File: src/rtl/hazard_stall_ctrl.sv
// Pipeline sequencer for the 5-stage RV32IM core: hazard stalls, branch flush,
// M-extension EX hold and registered EX operand forwarding selects.
module hazard_stall_ctrl #(
    parameter int MUL_LAT = 4,
    parameter int DIV_LAT = 16
) (
    input  logic        clk,
    input  logic        reset,
    input  logic        id_valid,
    input  logic [31:0] id_instr,
    input  logic        ex_branch_taken,
    output logic        pc_write,
    output logic        ifid_write,
    output logic        ifid_flush,
    output logic        idex_bubble,
    output logic        ex_hold,
    output logic [1:0]  fwd_a,
    output logic [1:0]  fwd_b
);

    localparam int MAX_LAT = (MUL_LAT > DIV_LAT) ? MUL_LAT : DIV_LAT;
    localparam int CW      = $clog2(MAX_LAT + 1);

    localparam logic [0:0] RUN   = 1'b0;
    localparam logic [0:0] MBUSY = 1'b1;

    localparam logic [6:0] OPC_LOAD   = 7'b0000011;
    localparam logic [6:0] OPC_OPIMM  = 7'b0010011;
    localparam logic [6:0] OPC_AUIPC  = 7'b0010111;
    localparam logic [6:0] OPC_STORE  = 7'b0100011;
    localparam logic [6:0] OPC_OP     = 7'b0110011;
    localparam logic [6:0] OPC_LUI    = 7'b0110111;
    localparam logic [6:0] OPC_BRANCH = 7'b1100011;
    localparam logic [6:0] OPC_JALR   = 7'b1100111;
    localparam logic [6:0] OPC_JAL    = 7'b1101111;
    localparam logic [6:0] F7_MEXT    = 7'b0000001;

    localparam logic [CW-1:0] MUL_CNT = CW'(MUL_LAT - 1);
    localparam logic [CW-1:0] DIV_CNT = CW'(DIV_LAT - 1);
    localparam logic [CW-1:0] CNT_ONE = CW'(1);

    localparam logic [1:0] FWD_RF  = 2'b00;
    localparam logic [1:0] FWD_EXM = 2'b10;
    localparam logic [1:0] FWD_MWB = 2'b01;

    logic [0:0]    state;
    logic [CW-1:0] cnt;

    logic [4:0] ex_rd, mem_rd;
    logic       ex_regwrite, mem_regwrite;
    logic       ex_memread, mem_memread;

    logic [6:0] id_opcode;
    logic [4:0] id_rd, id_rs1, id_rs2;
    logic [6:0] id_f7;
    logic       id_f3_div;
    logic       unused_f3;

    logic       id_uses_rs1, id_uses_rs2, id_wr_class, id_is_load;
    logic       id_writes_rd, id_is_mop;
    logic [CW-1:0] id_mcnt;
    logic       load_use, issue;
    logic [1:0] fwd_a_nxt, fwd_b_nxt;

    assign id_opcode = id_instr[6:0];
    assign id_rd     = id_instr[11:7];
    assign id_f3_div = id_instr[14];
    assign id_rs1    = id_instr[19:15];
    assign id_rs2    = id_instr[24:20];
    assign id_f7     = id_instr[31:25];
    assign unused_f3 = ^id_instr[13:12];

    always_comb begin
        id_uses_rs1 = 1'b0;
        id_uses_rs2 = 1'b0;
        id_wr_class = 1'b0;
        id_is_load  = 1'b0;
        if (id_valid) begin
            case (id_opcode)
                OPC_LOAD:   begin id_uses_rs1 = 1'b1; id_wr_class = 1'b1; id_is_load = 1'b1; end
                OPC_OPIMM:  begin id_uses_rs1 = 1'b1; id_wr_class = 1'b1; end
                OPC_OP:     begin id_uses_rs1 = 1'b1; id_uses_rs2 = 1'b1; id_wr_class = 1'b1; end
                OPC_STORE:  begin id_uses_rs1 = 1'b1; id_uses_rs2 = 1'b1; end
                OPC_BRANCH: begin id_uses_rs1 = 1'b1; id_uses_rs2 = 1'b1; end
                OPC_JALR:   begin id_uses_rs1 = 1'b1; id_wr_class = 1'b1; end
                OPC_JAL:    id_wr_class = 1'b1;
                OPC_LUI:    id_wr_class = 1'b1;
                OPC_AUIPC:  id_wr_class = 1'b1;
                default:    ;
            endcase
        end
    end

    assign id_writes_rd = id_wr_class && (id_rd != 5'd0);
    assign id_is_mop    = id_valid && (id_opcode == OPC_OP) && (id_f7 == F7_MEXT);
    assign id_mcnt      = id_f3_div ? DIV_CNT : MUL_CNT;

    // x0 as a load destination never creates a dependency
    assign load_use = ex_memread && (ex_rd != 5'd0) &&
                      ((id_uses_rs1 && (ex_rd == id_rs1)) ||
                       (id_uses_rs2 && (ex_rd == id_rs2)));

    assign issue = (state == RUN) && !ex_branch_taken && !load_use;

    function automatic logic [1:0] fwd_select(
        input logic       used,
        input logic [4:0] rs,
        input logic       exw,
        input logic [4:0] exd,
        input logic       memw,
        input logic [4:0] memd
    );
        if (!used)
            return FWD_RF;
        if (exw && (exd == rs) && (exd != 5'd0))
            return FWD_EXM;
        if (memw && (memd == rs) && (memd != 5'd0))
            return FWD_MWB;
        return FWD_RF;
    endfunction

    always_comb begin
        fwd_a_nxt = fwd_select(id_uses_rs1, id_rs1, ex_regwrite, ex_rd, mem_regwrite, mem_rd);
        fwd_b_nxt = fwd_select(id_uses_rs2, id_rs2, ex_regwrite, ex_rd, mem_regwrite, mem_rd);
    end

    always_comb begin
        pc_write    = 1'b0;
        ifid_write  = 1'b0;
        ifid_flush  = 1'b0;
        idex_bubble = 1'b0;
        ex_hold     = 1'b0;
        if (reset) begin
            ifid_flush  = 1'b1;
            idex_bubble = 1'b1;
        end else if (state == MBUSY) begin
            ex_hold = 1'b1;
        end else if (ex_branch_taken) begin
            pc_write    = 1'b1;
            ifid_write  = 1'b1;
            ifid_flush  = 1'b1;
            idex_bubble = 1'b1;
        end else if (load_use) begin
            idex_bubble = 1'b1;
        end else begin
            pc_write   = 1'b1;
            ifid_write = 1'b1;
        end
    end

    always_ff @(posedge clk) begin
        if (reset) begin
            state        <= RUN;
            cnt          <= '0;
            ex_rd        <= '0;
            ex_regwrite  <= 1'b0;
            ex_memread   <= 1'b0;
            mem_rd       <= '0;
            mem_regwrite <= 1'b0;
            mem_memread  <= 1'b0;
            fwd_a        <= FWD_RF;
            fwd_b        <= FWD_RF;
        end else if (state == MBUSY) begin
            // EX shadow and fwd selects stay with the multi-cycle op; MEM drains
            mem_rd       <= '0;
            mem_regwrite <= 1'b0;
            mem_memread  <= 1'b0;
            cnt          <= cnt - CNT_ONE;
            if (cnt <= CNT_ONE)
                state <= RUN;
        end else begin
            mem_rd       <= ex_rd;
            mem_regwrite <= ex_regwrite;
            mem_memread  <= ex_memread;
            if (issue) begin
                ex_rd       <= id_rd;
                ex_regwrite <= id_writes_rd;
                ex_memread  <= id_is_load;
                fwd_a       <= fwd_a_nxt;
                fwd_b       <= fwd_b_nxt;
                if (id_is_mop && (id_mcnt != '0)) begin
                    state <= MBUSY;
                    cnt   <= id_mcnt;
                end
            end else begin
                ex_rd       <= '0;
                ex_regwrite <= 1'b0;
                ex_memread  <= 1'b0;
                fwd_a       <= FWD_RF;
                fwd_b       <= FWD_RF;
            end
        end
    end

    logic unused_mem_memread;
    assign unused_mem_memread = mem_memread;

endmodule
File: config.mk
export PLATFORM = sky130hd
export DESIGN_NAME = hazard_stall_ctrl
export DESIGN_NICKNAME = d
export VERILOG_FILES = /design/src/rtl/hazard_stall_ctrl.sv
export SDC_FILE = /design/constraint.sdc
export NUM_CORES = 1
export LEC_CHECK = 0
export BUFFER_PORTS_ARGS = -buffer_cell sky130_fd_sc_hd__buf_2
export CORE_ASPECT_RATIO = 1.25
export CORE_MARGIN = 2
export CORE_UTILIZATION = 50
export DETAILED_ROUTE_END_ITERATION = 12
export PLACE_DENSITY = 0.89
export SKIP_LAST_GASP = 1
export SLEW_MARGIN = 5
export SYNTH_ARGS = -nofsm -noshare
export SYNTH_HDL_FRONTEND = slang
export SYNTH_SLANG_ARGS = --single-unit
File: constraint.sdc
create_clock -name clk -period 1.75 [get_ports clk]
set_input_delay 0 -clock clk [delete_from_list [all_inputs] [get_ports clk]]
set_output_delay 0 -clock clk [all_outputs]
set_load 0.01 [all_outputs]
Yosys cells after proc, flatten, opt, wreduce, memory -nomap -nowiden
Cells that the tools add are included.
W data, S select, Z words.
{"block": "totals", "register_bits": 23, "inputBits": 36, "output_inout_bits": 9, "wordCells": 114}
{"block": "op_classes", "n_addsub": 1, "n_lt_le_gt_ge": 1, "eq_ne": 14, "n_mux": 56, "n_bitwise": 1, "reduce_logical": 32}
{"cell": "$mux W1", "count": 37}
{"cell": "$mux W2", "count": 14}
{"cell": "$eq A7 B6 Y1 const B", "count": 3}
{"cell": "$eq A7 B7 Y1 const B", "count": 3}
{"cell": "$eq A5 B5 Y1", "count": 4}
{"cell": "$mux W5", "count": 4}
{"cell": "$reduce_bool A5 Y1", "count": 4}
{"cell": "$logic_and A1 B1 Y1", "count": 18}
{"cell": "$eq A7 B5 Y1 const B", "count": 2}
{"cell": "$eq A7 B1 Y1 const B", "count": 1}
{"cell": "$eq A7 B2 Y1 const B", "count": 1}
{"cell": "$reduce_or A7 Y1", "count": 1}
{"cell": "$reduce_or A6 Y1", "count": 1}
{"cell": "$le A5 B1 Y1 const B", "count": 1}
{"cell": "$sub A5 B1 Y5 const B", "count": 1}
{"cell": "$mux W4", "count": 1}
{"cell": "$reduce_bool A2 Y1", "count": 2}
{"cell": "$reduce_or A3 Y1", "count": 1}
{"cell": "$logic_not A1 Y1", "count": 2}
{"cell": "$reduce_and A2 Y1", "count": 1}
{"cell": "$reduce_or A2 Y1", "count": 1}
{"cell": "$logic_or A1 B1 Y1", "count": 1}
{"cell": "$not A1 Y1", "count": 1}

Longest topological paths before layout
{"block": "depth", "ltp_word": 11, "mapped_depth": 7, "depth_no_buf": 6}

Worst setup path after synthesis
Ideal clock, no wire load.
{"block": "synth_timing", "path_kind": "register to register", "startpoint": "register ex_rd[1]", "endpoint": "register cnt[3]", "setup_time_ns": 0.122, "arrival_ns": 1.459, "t_required_ns": 1.628, "path_slack_ns": 0.169, "stages_incl_launch_ff": 7, "n_path_buf": 0, "cell_sequence": "dfxtp_1 xor2_1 nor3_4 nand3_2 a21o_4 and2_4 o311a_1"}
{"block": "synth_via", "elab_chain_cells": 8, "elab_cells_between_ends": 12, "classes_between": "eq/ne: 2; reduce/logical: 10"}
{"element": "from (decl)", "line_no": "49", "source": "logic [4:0] ex_rd, mem_rd;"}
{"element": "from (signal assigned)", "line_no": "176", "source": "ex_rd <= id_rd;"}
{"element": "$eq A5 B5 Y1, on equally long branches", "line_no": "100, 101"}
{"element": "$logic_and A1 B1 Y1, on equally long branches", "line_no": "100, 101"}
{"element": "$logic_or A1 B1 Y1", "line_no": "100", "source": "((id_uses_rs1 && (ex_rd == id_rs1)) ||"}
{"element": "$logic_and A1 B1 Y1 (*)", "line_no": "99", "source": "assign load_use = ex_memread && (ex_rd != 5'd0) &&"}
{"element": "$logic_not A1 Y1 (*)", "line_no": "103", "source": "assign issue = (state == RUN) && !ex_branch_taken && !load_use;"}
{"element": "$logic_and A1 B1 Y1 (*)", "line_no": "103"}
{"element": "$reduce_bool A2 Y1 (no line) (*)"}
{"element": "$reduce_and A2 Y1 (no line) (*)"}
{"element": "to (signal assigned)", "line_no": "168", "source": "cnt <= cnt - CNT_ONE;"}
{"element": "to (signal assigned)", "line_no": "183", "source": "cnt <= id_mcnt;"}
{"element": "to (decl)", "line_no": "47", "source": "logic [CW-1:0] cnt;"}
Mark *: on every way between the ends. The rest lies on a longest branch, timed or not.
A chain may end at the register's enable or synchronous reset.

Final worst setup path
{"block": "layout_timing", "startpoint": "register ex_rd[0]", "endpoint": "output port idex_bubble"}
{"block": "layout_via", "elab_chain_cells": 8, "elab_cells_between_ends": 12, "classes_between": "eq/ne: 2; mux: 4; reduce/logical: 6"}
{"element": "$eq A5 B5 Y1, on equally long branches", "line_no": "100, 101"}
{"element": "$logic_and A1 B1 Y1, on equally long branches", "line_no": "100, 101"}
{"element": "$logic_or A1 B1 Y1", "line_no": "100"}
{"element": "$logic_and A1 B1 Y1 (*)", "line_no": "99"}
{"element": "$mux W1 (*)", "line_no": "143", "source": "end else if (load_use) begin"}
{"element": "$mux W1 (*)", "line_no": "138", "source": "end else if (ex_branch_taken) begin"}
{"element": "$mux W1 (*)", "line_no": "136", "source": "end else if (state == MBUSY) begin"}
{"element": "$mux W1 (*)", "line_no": "133", "source": "if (reset) begin"}
{"element": "to (decl)", "line_no": "15", "source": "output logic idex_bubble,"}
Marks and branches as above.

==> impl_metrics.yaml <==
min_path:
  hold_path.class: "primary input to register"
  hp-start: "id_instr[6]"
  min_path_cells: 4
  holdPathEnd: "ex_memread"
clocking:
  cts.clk_slew.worst_paths_ns: 0.13
  clock_latency_ns: 0.32
  cts-buffers-inserted: 3
  cts_tree: "done"
  clock-sinks: 23
  clockBufferDepth: 2
  htreeDepth: 1
  cts-root-buf: "clkbuf_4"
logic_synthesis:
  yosys.cell_count.top_type: "dfxtp_1"
  synth_nets: 189
  synth_ff_type: "dfxtp_1"
  ys_seq_area_share_pct: 33.6
  ys_types: 45
  ys_ff_latch: 23
  synth_edf_count: 0
  yosysWarnings: 0
  synthDominantCellAreaShare_pct: 33.6
  synth_cells: 151
  synthesis.area_um2: 1370
  yosys-top-cells-area: "dfxtp_1 34%, xor2_1 9.0%, xnor2_1 5.8%"
  synth_async_sr_flop_share_pct: 0
  synth_top_area_cell: "dfxtp_1"
  syn_avg_cell_area_um2: 9.06
  yosys-top-cells-count: "23 x dfxtp_1, 14 x xor2_1, 13 x nand2_1, 13 x nor2_1, 9 x xnor2_1"
cells_and_area:
  nNetsFinal: 250
  drive_gt1_share_pct: 34.6
  fin_util_pct: 68.2
  area_growth_pct: 32.3
  n_antenna_cell: 0
  finalInstanceArea_um2: 1810
global_route:
  grt_overflow_total: 0
  grt_max_degree: 14
  grt_usage_pct: 22.7
  grt_use_met1_pct: 23.0
  grt_pass1_vias: 1342
  grt_pass1_wl_um: 5640
  grt.busiest_layer: "met2"
  use_met3_pct: 2.87
  met2_usage_pct: 43.4
  grt_antenna_before_repair: 0
routing:
  vias: 1380
  drt_iter0_drc: 64
  first_pass_iters: 4
  avgRoutedWirePerCell_um: 14.7
  remaining_drc_errors: 0
  routed_wl_um: 3590
  postRouteAntennaNets: 0
  vias_per_cell: 5.63
setup_path:
  worst_setup_path_end_kind: "primary output"
  critPathLaunch: "ex_rd[0]"
  required_ns: 1.75
  critPathKind: "register to primary output"
  regToRegStartpoint: "ex_rd[0]"
  rr_worst_depth: 8
  rr_endpoint: "cnt[3]"
  rrSetupSlack_ns: -0.14
  worst_setup_path_start_kind: "register"
  critPathArrivalTime_ns: 1.92
  cp_max_fo: 5
run:
  drv_cap: 0
sta:
  final.period_utilization_pct: 110
  max_slew_margin_pct: 77.0
  slew_violations: 0
  tightestPinTransition_ns: 0.344
  fin_ws_ns: -0.168
  whs_ns: 0.0126
  setup_viol: 12
  grt_setup_unrepaired: "true"
  tns_ns: -1.00
  skew_ns: 0.00790
  max_freq_ghz: 0.521
  hold_viol_final: 0
  period_minus_slack_ns: 1.92
run_status:
  status: "complete, but fails checks"
  violations: "setup timing"
placed_design:
  io_buffers: 42
  postPlaceCellArea_um2: 1630
  hpwlAfterDp_um: 2660
  gp_congestion: 0.813
floorplan:
  die_y_um: 62.5
  dieArea_um2: 3180
  rows: 21
  ios: 45
  die_x_um: 50.8
  core-area_um2: 2650
  start_util_pct: 51.6
power_and_ir_drop:
  peakVddDrop_v: 0.000342
  power_density_nw_per_um2: 530
  p_leak_uw: 0.000797
layout by cell type, fill, tap and decap left out, types with 3 or more instances in the layout:
cell type,netlist,routed
xnor2_1,9,9
nor2_1,13,13
o21a_1,3,3
nor3_1,8,8
a21oi_1,3,3
dlygate4sd3_1,0,6
buf_6,1,4
dfxtp_1,23,19
inv_1,5,5
and2_1,6,6
buf_2,0,42
a32o_1,6,6
nand2_1,13,13
nand4_1,5,5
clkbuf_4,0,3
dfxtp_4,0,3
xor2_1,14,13
buf_4,1,9
a22o_1,3,3
worst max path at each step:
stage / slack (ns) / endpoint / cells past startpoint
global route: -0.25 / ifid_write / 6
finish: -0.17 / idex_bubble / 7
CTS: -0.18 / pc_write / 6
global placement: 0.07 / cnt[4] / 5
detailed placement: 0.009 / cnt[4] / 5
floorplan: 0.17 / cnt[3] / 6
per-stage QoR:
step | worst slack [ns] | std cells | power (uW)
3_5_place_dp | 0.00881 | 227 | 705
3_3_place_gp | 0.0674 | 227 | 700
6_report | -0.168 | 245 | 960
4_1_cts | -0.185 | 242 | 958
5_1_grt | -0.246 | 245 | 1020
2_1_floorplan | 0.169 | 151 | 631
logic make-up (layout without fill, tap and decap cells):
| logic type | Yosys count | in the layout | share of synthesized area (%) |
|---|---|---|---|
| adders and majority gates | 2 | 2 | 1.83 |
| xor gates and xnor gates | 23 | 23 | 14.7 |
| DFF | 23 | 23 | 33.6 |
| buffers and inverters | 10 | 70 | 3.57 |
| AOI/OAI and AO/OA | 30 | 30 | 19.0 |
| and+or+nand+nor | 63 | 63 | 27.2 |
final cells by class:
| cell class | instances | area (um^2) |
|---|---|---|
| Inverter | 5 | 18.8 |
| Multi-Input combinational cell | 118 | 867 |
| Tap cell | 34 | 42.5 |
| Sequential cell | 23 | 473 |
| Timing Repair Buffer | 61 | 383 |
| Fill cell | 222 | 843 |
| Clock buffer | 4 | 26.3 |
state kept, by name, summed over array words and instances, names as in the netlist:
signal / count
ex_regwrite: 1
mem_regwrite: 1
mem_rd: 5
cnt: 5
fwd_b: 2
state: 1
fwd_a: 2
ex_memread: 1
ex_rd: 5
power breakdown:
part	switching, uW	leakage, uW	internal (uW)
Sequential	11.9	0.000189	529
Combinational	81.6	0.000593	89.1
Clock	159	0.0000150	89.2
layer usage:
layer / part of all wire, % / routed length, um
met5: 0 / 0
met4: 4.0 / 145
met3: 2.8 / 99
met2: 55 / 1990
met1: 38 / 1360
worst max-delay path: stages (launching register included):
cell and delay (ns):
dfxtp_4 0.39, xor2_1 0.19, nor3_4 0.21, nand3_2 0.12, a21o_4 0.23, buf_6 0.13
o21bai_1 0.17, buf_2 0.16
repair_timing:
action / 4_1_cts / 5_1_grt
hold endpoints to repair: 6 / 0
pin swaps: 3 / 12
endpoints found under the setup margin: 4 / 19
hold buffers: 6 / 0
resized for setup: 5 / 7
buffers inserted: 5 / 3
Note: power is estimated with default switching activity, not from simulation.
